--- config.mk ---
export PLATFORM = sky130hd
export DESIGN_NAME = enemy_spawn_ctrl_flat
export DESIGN_NICKNAME = d
export VERILOG_FILES = /design/src/rtl/enemy_spawn_ctrl_pkg.sv /design/src/rtl/enemy_spawn_ctrl_if.sv /design/src/rtl/enemy_spawn_ctrl_rr_arbiter.sv /design/src/rtl/enemy_spawn_ctrl.sv /design/src/flat_wrapper.sv
export SDC_FILE = /design/constraint.sdc
export NUM_CORES = 1
export LEC_CHECK = 0
export ABC_AREA = 1
export CORE_UTILIZATION = 53
export DETAILED_ROUTE_END_ITERATION = 10
export PLACE_DENSITY = 0.8
export SYNTH_ARGS = -nofsm -noshare
export SYNTH_HDL_FRONTEND = slang
export SYNTH_SLANG_ARGS = --single-unit
--- constraint.sdc ---
create_clock -name clk_50MHz -period 3.2 [get_ports clk_50MHz]
set_input_delay 0.96 -clock clk_50MHz [delete_from_list [all_inputs] [get_ports clk_50MHz]]
set_output_delay 0.96 -clock clk_50MHz [all_outputs]
set_load 0.005 [all_outputs]
--- src/rtl/enemy_spawn_ctrl_pkg.sv ---
// enemy_pkg: enemy life-cycle state type, spawn-point coordinate table and coordinate width
package enemy_pkg;
  localparam int COORD_W = 10;
  typedef enum logic [1:0] {DEAD_COOL, READY, ALIVE} enemy_state_t;
  localparam logic [COORD_W-1:0] SPAWN_X [4] = '{10'd32, 10'd304, 10'd576, 10'd304};
  localparam logic [COORD_W-1:0] SPAWN_Y [4] = '{10'd32, 10'd32, 10'd32, 10'd224};
endpackage

--- src/rtl/enemy_spawn_ctrl_if.sv ---
// enemy_spawn_ctrl_if: frame events in, spawn commands and enemy status out
interface enemy_spawn_ctrl_if #(
  parameter int N_ENEMY = 2,
  parameter int N_SPAWN = 3
);
  import enemy_pkg::*;
  logic               refresh_tick;
  logic [N_ENEMY-1:0] enemy_killed;
  logic               tank_detroyed;
  logic [N_SPAWN-1:0] spawn_busy;
  logic [N_ENEMY-1:0] spawn_go;
  logic [COORD_W-1:0] spawn_x;
  logic [COORD_W-1:0] spawn_y;
  logic [N_ENEMY-1:0] alive;
  logic [7:0]         kills;
  logic               wave_clear;
  modport master (
    output refresh_tick, enemy_killed, tank_detroyed, spawn_busy,
    input  spawn_go, spawn_x, spawn_y, alive, kills, wave_clear
  );
  modport slave (
    input  refresh_tick, enemy_killed, tank_detroyed, spawn_busy,
    output spawn_go, spawn_x, spawn_y, alive, kills, wave_clear
  );
endinterface

--- src/rtl/enemy_spawn_ctrl_rr_arbiter.sv ---
// rr_arbiter: first set request searching upward with wrap from a start pointer
module rr_arbiter #(
  parameter int W = 2,
  localparam int IW = W > 1 ? $clog2(W) : 1
) (
  input  logic [W-1:0]  req,
  input  logic [IW-1:0] ptr,
  output logic [W-1:0]  gnt,
  output logic [IW-1:0] idx,
  output logic          any
);
  // scan from farthest to nearest so the nearest request after ptr is the last one written
  always_comb begin
    gnt = '0;
    idx = '0;
    any = 1'b0;
    for (int k = W - 1; k >= 0; k--)
      if (req[(int'(ptr) + k) % W]) begin
        gnt = '0;
        gnt[(int'(ptr) + k) % W] = 1'b1;
        idx = IW'((int'(ptr) + k) % W);
        any = 1'b1;
      end
  end
endmodule

--- src/rtl/enemy_spawn_ctrl.sv ---
// enemy_spawn_ctrl: per-frame enemy respawn scheduler; ENEMY_SPAWN_LIMIT_EN enables a per-wave spawn budget
module enemy_spawn_ctrl
  import enemy_pkg::*;
#(
  parameter int N_ENEMY       = 2,
  parameter int N_SPAWN       = 3,
  parameter int RESPAWN_TICKS = 60
`ifdef ENEMY_SPAWN_LIMIT_EN
  , parameter int MAX_SPAWNS  = 20
`endif
) (
  input logic               clk_50MHz,
  input logic               reset,
  enemy_spawn_ctrl_if.slave bus
);
  localparam int EW = N_ENEMY > 1 ? $clog2(N_ENEMY) : 1;
  localparam int SW = N_SPAWN > 1 ? $clog2(N_SPAWN) : 1;
  enemy_state_t       state [N_ENEMY];
  logic [7:0]         cool  [N_ENEMY];
  logic [EW-1:0]      enemy_ptr, enemy_idx;
  logic [SW-1:0]      sp_ptr, sp_idx;
  logic [N_ENEMY-1:0] ready, accepted, enemy_gnt;
  logic [N_SPAWN-1:0] sp_gnt;
  logic [COORD_W-1:0] sp_x, sp_y;
  logic [8:0]         kill_sum;
  logic               enemy_any, sp_any, budget_ok, grant;

  // per-enemy eligibility and accepted kills (only a live enemy can be killed)
  always_comb begin
    ready    = '0;
    accepted = '0;
    for (int i = 0; i < N_ENEMY; i++) begin
      ready[i]    = state[i] == READY;
      accepted[i] = bus.enemy_killed[i] && state[i] == ALIVE;
    end
  end

  rr_arbiter #(.W(N_ENEMY)) u_enemy_arb (
    .req(ready), .ptr(enemy_ptr), .gnt(enemy_gnt), .idx(enemy_idx), .any(enemy_any)
  );

  rr_arbiter #(.W(N_SPAWN)) u_sp_arb (
    .req(~bus.spawn_busy), .ptr(sp_ptr), .gnt(sp_gnt), .idx(sp_idx), .any(sp_any)
  );

  // one-hot select of the granted spawn point's coordinates
  always_comb begin
    sp_x = '0;
    sp_y = '0;
    for (int j = 0; j < N_SPAWN; j++) begin
      sp_x = sp_x | (sp_gnt[j] ? SPAWN_X[j] : '0);
      sp_y = sp_y | (sp_gnt[j] ? SPAWN_Y[j] : '0);
    end
  end

`ifdef ENEMY_SPAWN_LIMIT_EN
  logic [7:0] spawns_left;
  assign budget_ok = spawns_left != 8'd0;
  // wave budget counts down per grant; wave is clear once spent and the field is empty
  always_ff @(posedge clk_50MHz or negedge reset)
    if (!reset) begin
      spawns_left    <= 8'(MAX_SPAWNS);
      bus.wave_clear <= 1'b0;
    end else begin
      spawns_left    <= grant ? spawns_left - 8'd1 : spawns_left;
      bus.wave_clear <= spawns_left == 8'd0 && bus.alive == '0;
    end
`else
  assign budget_ok      = 1'b1;
  assign bus.wave_clear = 1'b0;
`endif

  assign grant    = bus.refresh_tick && !bus.tank_detroyed && budget_ok && enemy_any && sp_any;
  assign kill_sum = 9'(bus.kills) + 9'($countones(accepted));

  // enemy life-cycle FSMs, round-robin pointers and registered outputs
  always_ff @(posedge clk_50MHz or negedge reset)
    if (!reset) begin
      for (int i = 0; i < N_ENEMY; i++) begin
        state[i] <= READY;
        cool[i]  <= 8'd0;
      end
      enemy_ptr    <= '0;
      sp_ptr       <= '0;
      bus.spawn_go <= '0;
      bus.spawn_x  <= '0;
      bus.spawn_y  <= '0;
      bus.alive    <= '0;
      bus.kills    <= '0;
    end else begin
      for (int i = 0; i < N_ENEMY; i++) begin
        if (accepted[i]) begin
          state[i] <= RESPAWN_TICKS == 0 ? READY : DEAD_COOL;
          cool[i]  <= 8'(RESPAWN_TICKS);
        end else if (state[i] == DEAD_COOL && bus.refresh_tick) begin
          cool[i]  <= cool[i] - 8'd1;
          state[i] <= cool[i] == 8'd1 ? READY : DEAD_COOL;
        end else if (grant && enemy_gnt[i]) begin
          state[i] <= ALIVE;
        end
        bus.alive[i] <= (grant && enemy_gnt[i]) || (state[i] == ALIVE && !bus.enemy_killed[i]);
      end
      if (grant) begin
        enemy_ptr <= enemy_idx == EW'(N_ENEMY - 1) ? '0 : enemy_idx + 1'b1;
        sp_ptr    <= sp_idx == SW'(N_SPAWN - 1) ? '0 : sp_idx + 1'b1;
      end
      bus.spawn_go <= grant ? enemy_gnt : '0;
      bus.spawn_x  <= grant ? sp_x : '0;
      bus.spawn_y  <= grant ? sp_y : '0;
      bus.kills    <= kill_sum[8] ? 8'hff : kill_sum[7:0];
    end
endmodule
--- src/flat_wrapper.sv ---
// flat-port wrapper written by rule: the top's interface ports become plain ports
module enemy_spawn_ctrl_flat import enemy_pkg::*;
#(
  parameter int N_ENEMY       = 2,
  parameter int N_SPAWN       = 3,
  parameter int RESPAWN_TICKS = 60

)
  (clk_50MHz, reset, bus_refresh_tick, bus_enemy_killed, bus_tank_detroyed, bus_spawn_busy, bus_spawn_go, bus_spawn_x, bus_spawn_y, bus_alive, bus_kills, bus_wave_clear);
  enemy_spawn_ctrl_if #(.N_ENEMY(N_ENEMY), .N_SPAWN(N_SPAWN)) bus_i ();
  input logic clk_50MHz;
  input logic reset;
  input wire logic [$bits(bus_i.refresh_tick)-1:0] bus_refresh_tick;
  input wire logic [$bits(bus_i.enemy_killed)-1:0] bus_enemy_killed;
  input wire logic [$bits(bus_i.tank_detroyed)-1:0] bus_tank_detroyed;
  input wire logic [$bits(bus_i.spawn_busy)-1:0] bus_spawn_busy;
  output wire logic [$bits(bus_i.spawn_go)-1:0] bus_spawn_go;
  output wire logic [$bits(bus_i.spawn_x)-1:0] bus_spawn_x;
  output wire logic [$bits(bus_i.spawn_y)-1:0] bus_spawn_y;
  output wire logic [$bits(bus_i.alive)-1:0] bus_alive;
  output wire logic [$bits(bus_i.kills)-1:0] bus_kills;
  output wire logic [$bits(bus_i.wave_clear)-1:0] bus_wave_clear;
  assign bus_i.refresh_tick = bus_refresh_tick;
  assign bus_i.enemy_killed = bus_enemy_killed;
  assign bus_i.tank_detroyed = bus_tank_detroyed;
  assign bus_i.spawn_busy = bus_spawn_busy;
  assign bus_spawn_go = bus_i.spawn_go;
  assign bus_spawn_x = bus_i.spawn_x;
  assign bus_spawn_y = bus_i.spawn_y;
  assign bus_alive = bus_i.alive;
  assign bus_kills = bus_i.kills;
  assign bus_wave_clear = bus_i.wave_clear;
  enemy_spawn_ctrl #(.N_ENEMY(N_ENEMY), .N_SPAWN(N_SPAWN), .RESPAWN_TICKS(RESPAWN_TICKS)) u_core (.clk_50MHz(clk_50MHz), .reset(reset), .bus(bus_i));
endmodule
# Yosys cells after proc, flatten, opt, wreduce, memory -nomap -nowiden

Cells that the tools add are included.

Register bits: 55
Bits of input ports: 9
Output and inout port bits: 33
Word-level logic and storage cells: 135

Add/sub/neg operators: 9
Div/mod/pow operators: 3
$lt $le $gt $ge: 10
Equality and inequality tests: 7
Multiplexer cells: 62
Bitwise operators: 6
Reductions and logical operators: 27

Operators with widths:

| cell                                                                    | number |
|---|---|
| 32-bit by 1-bit >= comparator with 1-bit output (second input constant) | 3 |
| 32-bit by 4-bit < comparator with 1-bit output (second input constant)  | 3 |
| 32-bit by 3-bit modulo with 32-bit output (second input constant)       | 2 |
| 8-bit 2-to-1 mux                                                        | 5 |
| 10-bit bitwise OR                                                       | 4 |
| 3-bit by 3-bit modulo with 32-bit output (second input constant)        | 1 |
| 10-bit 2-to-1 mux                                                       | 3 |
| 1-bit 2-to-1 mux                                                        | 26 |
| 2-bit 2-to-1 mux                                                        | 13 |
| 6-bit 2-to-1 mux                                                        | 3 |
| 8-bit by 1-bit == test with 1-bit output (second input constant)        | 2 |
| 1-bit logical AND                                                       | 16 |
| 8-bit by 1-bit subtractor with 8-bit output (second input constant)     | 2 |
| 8-bit by 9-bit adder with 9-bit output                                  | 1 |
| 3-bit 2-to-1 mux                                                        | 3 |
| 9-bit 2-to-1 mux                                                        | 1 |
| 1-bit binary-select mux with 2-bit select                               | 3 |
| 1-bit demux with 2-bit select                                           | 3 |
| 2-bit == test (second input constant)                                   | 3 |
| 3-bit nonzero test                                                      | 2 |
| 2-bit by 1-bit == test with 1-bit output (second input constant)        | 2 |
| 2-bit zero test                                                         | 2 |
| 2-bit nonzero test                                                      | 2 |
| 2-bit by 1-bit adder with 3-bit output (second input constant)          | 1 |
| 13 further kinds                                                        | 18 |

# Depth between registers and ports, before layout

Word-level depth: 13
Mapped depth: 12
Gate-level depth less buffers: 12

# Modules after synthesis

A second synthesis with hierarchy kept.

Cell total of the unflattened synthesis: 320
Area, all modules: 2,387.3 um^2

Modules (own cells, without submodules):

| module                           | times used | cells each | area an instance (um^2) | sequential area each (um^2) |
|---|---|---|---|---|
| enemy_spawn_ctrl                 | 1          | 249        | 2,024.4                 | 978.4 |
| rr_arbiter at u_core.u_sp_arb    | 1          | 64         | 329.1                   | 0.0 |
| rr_arbiter at u_core.u_enemy_arb | 1          | 7          | 33.8                    | 0.0 |

# Worst setup path after synthesis

No wires, ideal clock.

Path type: input-to-reg
Start: input bus_enemy_killed[0]
End: register u_core.bus.kills[6]
Library setup time: 0.083 ns
Arrival time: 2.563 ns
Required time: 3.117 ns
Slack: 0.554 ns
Stages on the path: 11
Buffers on the path: 1
Path through: nand3_1 -> buf_2 -> xor2_1 -> ha_1 -> inv_1 -> fa_1 -> nor2_1 -> nand3_1 -> nor2_1 -> nand2_1 -> o21ai_0

Cells in the longest elaborated chain, start to end: 4

Ends and longest elaborated chain:

| what                                                         | line                      | RTL |
|---|---|---|
| from (decl)                                                  | flat_wrapper.sv:14        | `input wire logic [$bits(bus_i.enemy_killed)-1:0] bus_enemy_killed;` |
| 1-bit logical AND                                            | enemy_spawn_ctrl.sv:34    | `accepted[i] = bus.enemy_killed[i] && state[i] == ALIVE;` |
| 1-bit by 1-bit adder with 2-bit output (not written as such) | enemy_spawn_ctrl.sv:74    | `assign kill_sum = 9'(bus.kills) + 9'($countones(accepted));` |
| 8-bit by 9-bit adder with 9-bit output                       | enemy_spawn_ctrl.sv:74    |  |
| 8-bit 2-to-1 mux                                             | enemy_spawn_ctrl.sv:110   | `bus.kills <= kill_sum[8] ? 8'hff : kill_sum[7:0];` |
| to (signal assigned)                                         | enemy_spawn_ctrl.sv:110   |  |
| to (decl)                                                    | enemy_spawn_ctrl_if.sv:23 | `output spawn_go, spawn_x, spawn_y, alive, kills, wave_clear` |

No other way between the ends.
A chain may end at the register's enable or synchronous reset.

# Worst setup path after layout

Ends and elaborated chain as after synthesis.

==> impl_results.md <==
* Total grt overflow at 0
* Yosys warnings at 0
* First-pass GRT wire length at 7797 µm
* Cell area after synthesis at 2404 µm²
* Total GRT Usage at 0.2039
* Crit-path max cell delay at 0.48 ns
* Nets at 345
* Max-slew violation count at 0
* Startpoint Class: input pin
* H-tree level count at 2
* Final setup vio count at 0
* R2r setup slk at 0.77 ns
* PwrDens at 892.9 nW/µm²
* Clock Tree Buf Depth at 2
* TritonCTS clock tree: done
* Post-synthesis compound-gate area fraction at 0.07913
* Routability cong. at 0.9010
* Root Buffer: clkbuf_8
* Syn Area/Cell at 8.203 µm²
* Post-Layout Cell Count at 378
* Setup TNS at 0 ns
* Critical Path RT at 3.41 ns
* Core footprint at 4354 µm²
* Status: finished, final reports clean
* Final Cycle Share at 0.9246
* Distinct cells, synth at 37
* Initial Utilization at 0.5520
* Pre-CTS WS at -0.03705 ns
* Post-CTS setup buffers at 0
* Top post-synthesis cells by area: dfrtp_1 39%, nand2_1 9.8%, nand3_1 6.5%
* Commonest non-fill, non-tap cells in the layout: 63 x nand2_1, 39 x inv_1, 37 x dfrtp_1
* CP endpoint kind: register
* Peak VDD IR at 0.4355 mV
* Die Width at 69.34 µm
* Final Total Pwr at 0.002499 W
* Post-Synth Simple-Gate Area at 0.3082
* Predominant post-synthesis flop cell: dfrtp_1
* Hold Path Origin: u_core.cool[5]
* Fmax at 338.0 MHz
* Crit path max fanout at 7
* Hold Vio Cnt, Final at 0
* Commonest non-fill, non-tap cell in the layout: nand2_1
* Largest net degree at the start of global routing at 40
* Slew HR at 0.4425
* Crit-path leading delay family: simple AND/OR/NAND/NOR gates
* Cts hold-fix bufs at 0
* Filler cell count at 374
* R2r endpoint: u_core.bus.kills[6]
* # diodes at 0
* Final WL at 4236 µm
* Antenna-violating nets left at 0
* RR Startpoint: u_core.state[2]
* XOR/XNOR Fraction of Synth Area at 0.007288
* Synth Area in Adders at 0.06039
* Post-Synthesis Cells at 293
* PostCTS Resize Cnt at 0
* Total I/O pin count at 42
* Worst Setup SP: bus_enemy_killed[0]
* Area of the die at 4808 µm²
* DRC errors left at 0
* Unrepaired setup endpoints after global routing: no
* Hold crit path type: register to register
* Leakage at 1.410 nW
* Share of cells above drive strength 1 at 0.1564
* Worst Hold Depth at 2
* Tmin final at 2.959 ns
* CTS buffer count at 5
* Inst Count DP at 370
* EDFF count, synth at 0
* Slowest CP cell: clkdlybuf4s50_1
* Hold Path End: u_core.cool[5]
* Total vias in the final route at 1897
* Die Y at 69.34 µm
* PortBufs at 26
* DR iter-0 viols at 81
* Maximum capacitance violations at 0
* Largest family of logic cells by synthesized area: simple AND/OR/NAND/NOR gates
* Clk slew on worst S/H paths at 0.08 ns
* Synth Register Bits at 39
* Row count at 24
* Clock latency at the later pin of the worst-skew pair at 0.30 ns
* Asr flop ratio synth at 1.000
* Mux cell area share after synthesis at 0
* Vias in the first global route at 1814
* Antenna violations before repair at 0
* WP data arrival at 3.17 ns
* Vias per cell at 5.019
* Area share of the largest cell type after synthesis at 0.3852
* Critical Path, Cell by Cell: clkdlybuf4s50_1 > nand3_1 > xor2_1 > ha_1 > inv_1 > fa_1 > nor2_1 > nand3_1 > nor2_1 > nand2_1 > o21ai_0
* Worst-margin pin slew at 0.8362 ns
* Sinks on Clock Net at 39
* Clk_skew at 0.01297 ns
* Post-DP HPWL at 3268 µm
* Layout Area Growth over Synthesis at 16.45%
* R2r worst-path depth at 11
* Crit path kind: input pin to register
* Worst Path Buf+Inv at 2
* Sequential share of the synthesized area at 0.4071
* Wire length per cell at 11.21 µm
* Leading area contributor after synthesis: dfrtp_1
* Final worst slack at 0.2413 ns
* Worst-case hold slack at 0.5074 ns
* DR pass1 iterations at 4
## synthesized netlist by cell type (4+ instances only)
cell     instances
nand3_1         31
o21ai_1          4
buf_4           17
o21ai_2          4
nand2_2          5
o21ai_0         10
inv_1           39
inv_2           10
dfrtp_1         37
nor2_1          16
nand2_1         63
ha_1            10
nor3_1           8
## metal layers
layer	up-vias	part of all wire	routed length [µm]	global-route usage
met2	51	0.46	1967	0.3204
li1	968	-	-	-
met1	870	0.47	1974	0.2684
met5	-	0	0	0
met3	8	0.051	214	0.05378
met4	0	0.019	79	0.08163
## cells by family after synthesis
| group | after synthesis |
|---|---|
| AOI/OAI and AO/OA | 29 |
| adders and majority gates | 11 |
| xor gates and xnor gates | 2 |
| DFF | 39 |
| buffers and inverters | 68 |
| other | 1 |
| and+or+nand+nor | 143 |
## worst min-delay path, stage by stage (launching register included)
cell and delay (ns):
dfrtp_1 0.34, o21ai_0 0.08, nand3_1 0.06
## per-stage QoR
| stage | instance area [µm²] | util |
|---|---|---|
| 3_3_place_gp | 2666 | 0.6124 |
| 2_1_floorplan | 2456 | - |
| 5_1_grt | 2799 | 0.6428 |
| 4_1_cts | 2799 | 0.6428 |
| 3_5_place_dp | 2666 | 0.6124 |
| 6_report | 2799 | 0.6428 |
## where the power goes
group / switching [W] / internal (W) / leakage (nW)
clock network: 0.000174 / 0.000312 / 0.0654
logic: 0.000719 / 0.000469 / 0.859
registers: 0.000139 / 0.000686 / 0.486
total: 0.00103 / 0.00147 / 1.41
## cell type report
| type | count | area, µm² | area share |
|---|---|---|---|
| Multi-Input combinational cell | 200 | 1150 | 0.4108 |
| Sequential cell | 39 | 978.4 | 0.3496 |
| Timing Repair Buffer | 29 | 277.8 | 0.09924 |
| Inverter | 50 | 195.2 | 0.06974 |
| Clock buffer | 6 | 72.57 | 0.02593 |
| Tap cell | 52 | 65.06 | 0.02325 |
| Clock inverter | 2 | 60.06 | 0.02146 |
## worst max-delay path by stage
stage,to,slack (ns),cells after the start
2_1_floorplan,u_core.bus.kills[6],0.55,11
3_3_place_gp,u_core.bus.kills[6],0.07,11
3_5_place_dp,u_core.bus.kills[6],-0.04,11
4_1_cts,u_core.bus.kills[6],0.27,11
5_1_grt,u_core.bus.kills[6],0.05,11
6_report,u_core.bus.kills[6],0.24,11
## state kept, by name, indices dropped and copies added, names as in the netlist
name / flops
u_core.cool: 16
u_core.bus.kills: 8
u_core.state: 4
u_core.bus.spawn_x: 3
u_core.bus.alive: 2
u_core.bus.spawn_go: 2
u_core.sp_ptr: 2
u_core.bus.spawn_y: 1
u_core.enemy_ptr: 1
(Power assumes the default switching activity.)
